[src/rtl/team_06_audio_pkg.sv]
// Shared types, tuning constants and arithmetic helpers for the team_06 audio level controller.
package team_06_audio_pkg;

    typedef logic [7:0] sample_t;
    typedef logic [7:0] gain_t;

    typedef enum logic [1:0] {
        IDLE    = 2'd0,
        ATTACK  = 2'd1,
        HOLD    = 2'd2,
        RELEASE = 2'd3
    } lvl_state_t;

    localparam gain_t       GAIN_UNITY   = 8'd16;
    localparam sample_t     TARGET       = 8'd192;
    localparam sample_t     TOL          = 8'd8;
    localparam sample_t     LEVEL_HI     = TARGET + TOL;
    localparam sample_t     LEVEL_LO     = TARGET - TOL;
    localparam gain_t       GAIN_MIN     = 8'd4;
    localparam gain_t       GAIN_MAX     = 8'd64;
    localparam sample_t     NOISE_FLOOR  = 8'd16;
    localparam int unsigned ATTACK_SHIFT = 32'd2;
    localparam logic [5:0]  HOLD_SAMPLES = 6'd32;
    localparam int unsigned RELEASE_DIV  = 32'd64;
    localparam logic [5:0]  REL_LAST     = 6'(RELEASE_DIV - 32'd1);

    function automatic sample_t sat255(input logic [15:0] value);
        sample_t result;
        if (value > 16'd255) begin
            result = 8'd255;
        end else begin
            result = value[7:0];
        end
        return result;
    endfunction

    // Unsigned sample times Q4.4 gain, back to integer scale, clipped to 8 bits.
    function automatic sample_t scale_q44(input sample_t sample, input gain_t g);
        logic [15:0] prod;
        prod = 16'(sample) * 16'(g);
        return sat255(prod >> 4);
    endfunction

endpackage

[src/rtl/team_06_envelope_tracker.sv]
// Peak envelope follower: fast proportional attack, fixed hold after the last rise,
// then a slow 1-LSB-per-RELEASE_DIV-strobes decay.
module team_06_envelope_tracker
    import team_06_audio_pkg::*;
(
    input  logic       clkdiv,
    input  logic       rst,
    input  logic       en,
    input  logic       sample_strobe,
    input  logic [7:0] audio_in,
    output logic [7:0] env
);

    lvl_state_t state_r;
    lvl_state_t state_nxt_s;
    sample_t    env_r;
    sample_t    env_nxt_s;
    sample_t    diff_s;
    sample_t    step_s;
    logic [5:0] hold_cnt_r;
    logic [5:0] hold_cnt_nxt_s;
    logic [5:0] rel_cnt_r;
    logic [5:0] rel_cnt_nxt_s;
    logic       rise_s;
    logic       hold_ok_s;

    // Attack step size and hold eligibility from the current state.
    always_comb begin
        rise_s = (audio_in > env_r);
        diff_s = audio_in - env_r;
        if ((diff_s >> ATTACK_SHIFT) == 8'd0) begin
            step_s = 8'd1;
        end else begin
            step_s = diff_s >> ATTACK_SHIFT;
        end
        case (state_r)
            ATTACK, HOLD: hold_ok_s = (hold_cnt_r != 6'd0);
            default:      hold_ok_s = 1'b0;
        endcase
    end

    // Next-state selection; only an enabled strobe moves the FSM, disable forces IDLE.
    always_comb begin
        state_nxt_s = state_r;
        if (!en) begin
            state_nxt_s = IDLE;
        end else if (sample_strobe) begin
            if (rise_s) begin
                state_nxt_s = ATTACK;
            end else if (hold_ok_s) begin
                state_nxt_s = HOLD;
            end else begin
                state_nxt_s = RELEASE;
            end
        end else begin
            state_nxt_s = state_r;
        end
    end

    // Envelope and counter updates implied by the chosen transition.
    always_comb begin
        env_nxt_s      = env_r;
        hold_cnt_nxt_s = hold_cnt_r;
        rel_cnt_nxt_s  = rel_cnt_r;
        if (!en) begin
            env_nxt_s      = 8'd0;
            hold_cnt_nxt_s = 6'd0;
            rel_cnt_nxt_s  = 6'd0;
        end else if (sample_strobe) begin
            case (state_nxt_s)
                ATTACK: begin
                    env_nxt_s      = env_r + step_s;
                    hold_cnt_nxt_s = HOLD_SAMPLES;
                    rel_cnt_nxt_s  = 6'd0;
                end
                HOLD: begin
                    hold_cnt_nxt_s = hold_cnt_r - 6'd1;
                end
                RELEASE: begin
                    if (rel_cnt_r == REL_LAST) begin
                        rel_cnt_nxt_s = 6'd0;
                        if (env_r != 8'd0) begin
                            env_nxt_s = env_r - 8'd1;
                        end else begin
                            env_nxt_s = env_r;
                        end
                    end else begin
                        rel_cnt_nxt_s = rel_cnt_r + 6'd1;
                    end
                end
                default: begin
                    env_nxt_s = env_r;
                end
            endcase
        end else begin
            env_nxt_s = env_r;
        end
    end

    // State register with asynchronous reset.
    always_ff @(posedge clkdiv or posedge rst) begin
        if (rst) begin
            state_r    <= IDLE;
            env_r      <= 8'd0;
            hold_cnt_r <= 6'd0;
            rel_cnt_r  <= 6'd0;
        end else begin
            state_r    <= state_nxt_s;
            env_r      <= env_nxt_s;
            hold_cnt_r <= hold_cnt_nxt_s;
            rel_cnt_r  <= rel_cnt_nxt_s;
        end
    end

    assign env = env_r;

endmodule

[src/rtl/team_06_leveler.sv]
// Automatic level control: envelope tracker drives a +/-1 per strobe Q4.4 gain servo,
// and the gain scales each accepted sample into a registered output.
module team_06_leveler
    import team_06_audio_pkg::*;
(
    input  logic       clkdiv,
    input  logic       rst,
    input  logic       en,
    input  logic       sample_strobe,
    input  logic [7:0] audio_in,
    output logic [7:0] audio_out,
    output logic       out_valid,
    output logic [7:0] gain
);

    sample_t env_s;
    sample_t level_s;
    sample_t scaled_s;
    sample_t audio_out_r;
    logic    out_valid_r;
    gain_t   gain_r;
    gain_t   gain_nxt_s;

    team_06_envelope_tracker u_env_tracker (
        .clkdiv        (clkdiv),
        .rst           (rst),
        .en            (en),
        .sample_strobe (sample_strobe),
        .audio_in      (audio_in),
        .env           (env_s)
    );

    // Level estimate and output sample both use the gain in force before this strobe.
    always_comb begin
        level_s  = scale_q44(env_s, gain_r);
        scaled_s = scale_q44(audio_in, gain_r);
    end

    // Gain servo; no boost below the noise floor so silence is not amplified.
    always_comb begin
        gain_nxt_s = gain_r;
        if (!en) begin
            gain_nxt_s = GAIN_UNITY;
        end else if (sample_strobe) begin
            if ((level_s > LEVEL_HI) && (gain_r > GAIN_MIN)) begin
                gain_nxt_s = gain_r - 8'd1;
            end else if ((level_s < LEVEL_LO) && (gain_r < GAIN_MAX) && (env_s >= NOISE_FLOOR)) begin
                gain_nxt_s = gain_r + 8'd1;
            end else begin
                gain_nxt_s = gain_r;
            end
        end else begin
            gain_nxt_s = gain_r;
        end
    end

    // Output and gain registers.
    always_ff @(posedge clkdiv or posedge rst) begin
        if (rst) begin
            audio_out_r <= 8'd0;
            out_valid_r <= 1'b0;
            gain_r      <= GAIN_UNITY;
        end else begin
            out_valid_r <= sample_strobe;
            gain_r      <= gain_nxt_s;
            if (sample_strobe) begin
                audio_out_r <= en ? scaled_s : audio_in;
            end else begin
                audio_out_r <= audio_out_r;
            end
        end
    end

    assign audio_out = audio_out_r;
    assign out_valid = out_valid_r;
    assign gain      = gain_r;

endmodule

[config.mk]
export PLATFORM = sky130hd
export DESIGN_NAME = team_06_leveler
export DESIGN_NICKNAME = d
export VERILOG_FILES = /design/src/rtl/team_06_audio_pkg.sv /design/src/rtl/team_06_envelope_tracker.sv /design/src/rtl/team_06_leveler.sv
export SDC_FILE = /design/constraint.sdc
export NUM_CORES = 1
export LEC_CHECK = 0
export BUFFER_PORTS_ARGS = -buffer_cell sky130_fd_sc_hd__buf_2
export CAP_MARGIN = 5
export CORE_ASPECT_RATIO = 0.7
export CORE_MARGIN = 5
export CORE_UTILIZATION = 38
export DETAILED_ROUTE_END_ITERATION = 10
export PLACE_DENSITY = 0.58
export SETUP_SLACK_MARGIN = 0.15
export SYNTH_ARGS = -nofsm -noshare
export SYNTH_HDL_FRONTEND = slang
export SYNTH_SLANG_ARGS = --single-unit
[constraint.sdc]
create_clock -name clkdiv -period 6.9 [get_ports clkdiv]
set_input_delay 1.38 -clock clkdiv [delete_from_list [all_inputs] [get_ports clkdiv]]
set_output_delay 1.38 -clock clkdiv [all_outputs]
set_load 0.01 [all_outputs]
==> results.txt <==
Status - complete, no violations
Slew HR - 0.434
Mapped Nets - 994
GRT overflow - 0
Vias post-DR - 5608
Worst-Skew Late Latency - 0.29 ns
Synth area leader - fa_1
Die height - 123 µm
Setup TNS Final - 0 ns
H-tree Lvls - 2
Warnings from Yosys - 0
Final period util - 0.925
Largest net degree at the start of global routing - 40
Drt wl/cell - 15.4 µm
IO Count - 29
Async set or reset register ratio after synthesis - 1.00
Port Buf Inserts - 28
Layout cells sized above 1 - 0.0871
Min-delay worst type - flip-flop to flip-flop
Final Hold Vio Count - 0
Startpoint types - flip-flop
Post-synth EDFFs - 0
TritonRoute pass-1 iters - 5
M1 GR Usage - 0.268
Setup Crit Path Kind - flip-flop to flip-flop
Leading post-synthesis cells by cell area - fa_1 (21%), ha_1 (16%), dfrtp_1 (14%)
GRT Resource Usage Total - 0.161
Fraction of power consumed by sequential logic - 0.186
Crit path max fanout - 11
Hold Slack - 0.508 ns
First-pass GRT wire length - 27700 µm
Mapped Cells - 817
Antenna viol nets, final - 0
Place WS - 0.370 ns
Setup ws final - 0.518 ns
Reg2reg start - u_env_tracker.env[4]
Top-area cell type share of the netlist area - 0.212
Power, Total - 2.16 mW
Net switching share of the total power - 0.495
Clk sink count - 39
Slew Limit Fails - 0
Prevailing post-synth register cell - dfrtp_1
Final core utilization - 0.422
CTS Buf Count - 5
Final #Nets - 1014
Final antenna diode count - 0
Register area share after synthesis - 0.140
GPL Wtd Cong - 0.835
Met3 Use GR - 0.0240
Part of the power in combinational logic - 0.685
Hold buffers post-CTS - 0
Max_cap viols - 0
CP Data Required Time - 7.10 ns
Post-synth top cells - inv_1 (112), ha_1 (91), and2_1 (89)
FMAX - 157 MHz
Fin crit period - 6.38 ns
DP Area - 7390 µm²
Core Footprint - 18000 µm²
CTS tree - built
Arr. time, crit path - 6.58 ns
Leak - 3.89 nW
P_int - 1.09 mW
M2 GR Usage - 0.225
DRT iter0 DRCs - 360
Post-route cell area - 7600 µm²
Vias in the first global route - 5321
Worst-path clk slew - 0.07 ns
Initial Util - 0.387
Pwr dens - 284 nW/µm²
CP startpoint - u_env_tracker.env[4]
Switching pwr - 1.07 mW
Global routing's busiest layer - met1
Yosys reg bits - 39
Antenna violations before repair - 0
Endpoints failing setup - 0
Unrepaired setup endpoints after global routing - no
Yosys cell types - 63
Vias per cell - 5.22
Non-filler cells in the finished layout - 1074
Post-detail-place hpwl - 13100 µm
Flop2flop setup slack - 0.52 ns
Hold_sp - u_env_tracker.hold_cnt_r[5]
Die ar. - 21200 µm²
Crit. End Element - flip-flop
Cells after DPL - 1065
Root Driver - clkbuf_16
Worst-Margin Slew - 0.846 ns
Clock Skews - 0.00973 ns
Chip width - 172 µm
Syn avg cell area - 8.54 µm²
Clock power share - 0.129
P&R area growth vs syn - 8.97%
Cell Area, Synth - 6980 µm²
Drc violations - 0
Final WL - 16600 µm
VDD IR max - 280 µV
Num rows - 41
Filler cells - 1806
Longest Clk Path Bufs - 2
Most frequent cell after synthesis - inv_1
==> metal layers <==
| metal | routed length, µm | vias to the layer above |
|---|---|---|
| met5 | 0 | - |
| met4 | 36 | 0 |
| li1 | - | 2757 |
| met1 | 9080 | 2724 |
| met2 | 6570 | 123 |
| met3 | 899 | 4 |
==> final cells by class <==
cell class | count | area (µm²) | area share
Clock buffer | 5 | 125 | 0.0165
Clock inverter | 3 | 47.5 | 0.00625
Inverter | 113 | 424 | 0.0558
Multi-Input combinational cell | 636 | 5480 | 0.721
Sequential cell | 39 | 987 | 0.130
Tap cell | 236 | 295 | 0.0388
Timing Repair Buffer | 42 | 245 | 0.0323
==> what timing repair did <==
action / CTS / global route
endpoints found under the setup margin: 0 / 1
buffers inserted: 0 / 1
gates resized for setup: 0 / 12
==> final timing paths <==
path,endpoint,depth (start not counted)
max,gain[7],24
min,u_env_tracker.hold_cnt_r[5],1
max reg2reg,gain[7],24
min reg2reg,u_env_tracker.hold_cnt_r[5],1
max in group asynchronous,u_env_tracker.env[0],3
min in group asynchronous,audio_out[3],3
==> power by group through the flow <==
stage	combinational [mW]	clock, mW	sequential [mW]
3_3_place_gp	1.46	0	0.402
4_1_cts	1.47	0.287	0.401
3_5_place_dp	1.45	0	0.405
6_report	1.48	0.279	0.401
2_1_floorplan	1.17	0	0.354
5_1_grt	1.69	0.295	0.412
==> flip-flops by register name, indices dropped and copies added, names as in the netlist <==
name / flops
audio_out: 8
u_env_tracker.rel_cnt_r: 6
u_env_tracker.hold_cnt_r: 6
u_env_tracker.env: 8
out_valid: 1
u_env_tracker.state_r: 2
gain: 8
==> cells by family (layout without fill, tap and decap cells) <==
family	count (synthesis)	after routing	synth area share
and+or+nand+nor	277	277	0.205
DFF	39	39	0.140
muxes	8	8	0.0122
AOI/OAI and AO/OA	149	149	0.143
adders and majority gates	165	165	0.376
xor gates and xnor gates	37	37	0.0464
buffers and inverters	142	163	0.0780
==> cells in the final DEF (no fill, tap or decap), types with 4 or more instances in the layout <==
cell type  count
inv_1        111
mux2i_1        7
a211oi_1       4
nor3_1         9
dfrtp_2        5
fa_1          74
o21ai_0       30
dfrtp_1       33
o22ai_1        8
nor3b_1        4
buf_2         28
nand3_1       20
a21o_1        10
ha_1          91
and2_1        89
nor4_1         7
o21bai_1       6
nor2b_1        4
a21oi_1       42
nand2_1       72
buf_4         13
clkbuf_16      5
o31ai_1        4
xnor2_1       19
xor2_1        18
nor2_1        48
o21a_1        11
or3_1          5
==> worst max-delay path, cell delays in order (launching register included) <==
cell	delay (ns)
dfrtp_1	0.53
and2_1	0.25
fa_1	0.47
fa_1	0.52
fa_1	0.54
inv_1	0.05
fa_1	0.52
inv_1	0.04
ha_1	0.37
a21oi_1	0.17
o21a_1	0.20
o21ai_0	0.13
or3_1	0.33
a22oi_2	0.22
a31oi_4	0.14
ha_1	0.29
a21o_1	0.18
a21oi_1	0.21
o21bai_1	0.09
a21oi_1	0.24
o21bai_1	0.10
a21oi_1	0.17
xor2_1	0.09
or3_1	0.31
a21oi_1	0.14
Note: power is estimated with default switching activity, not from simulation.
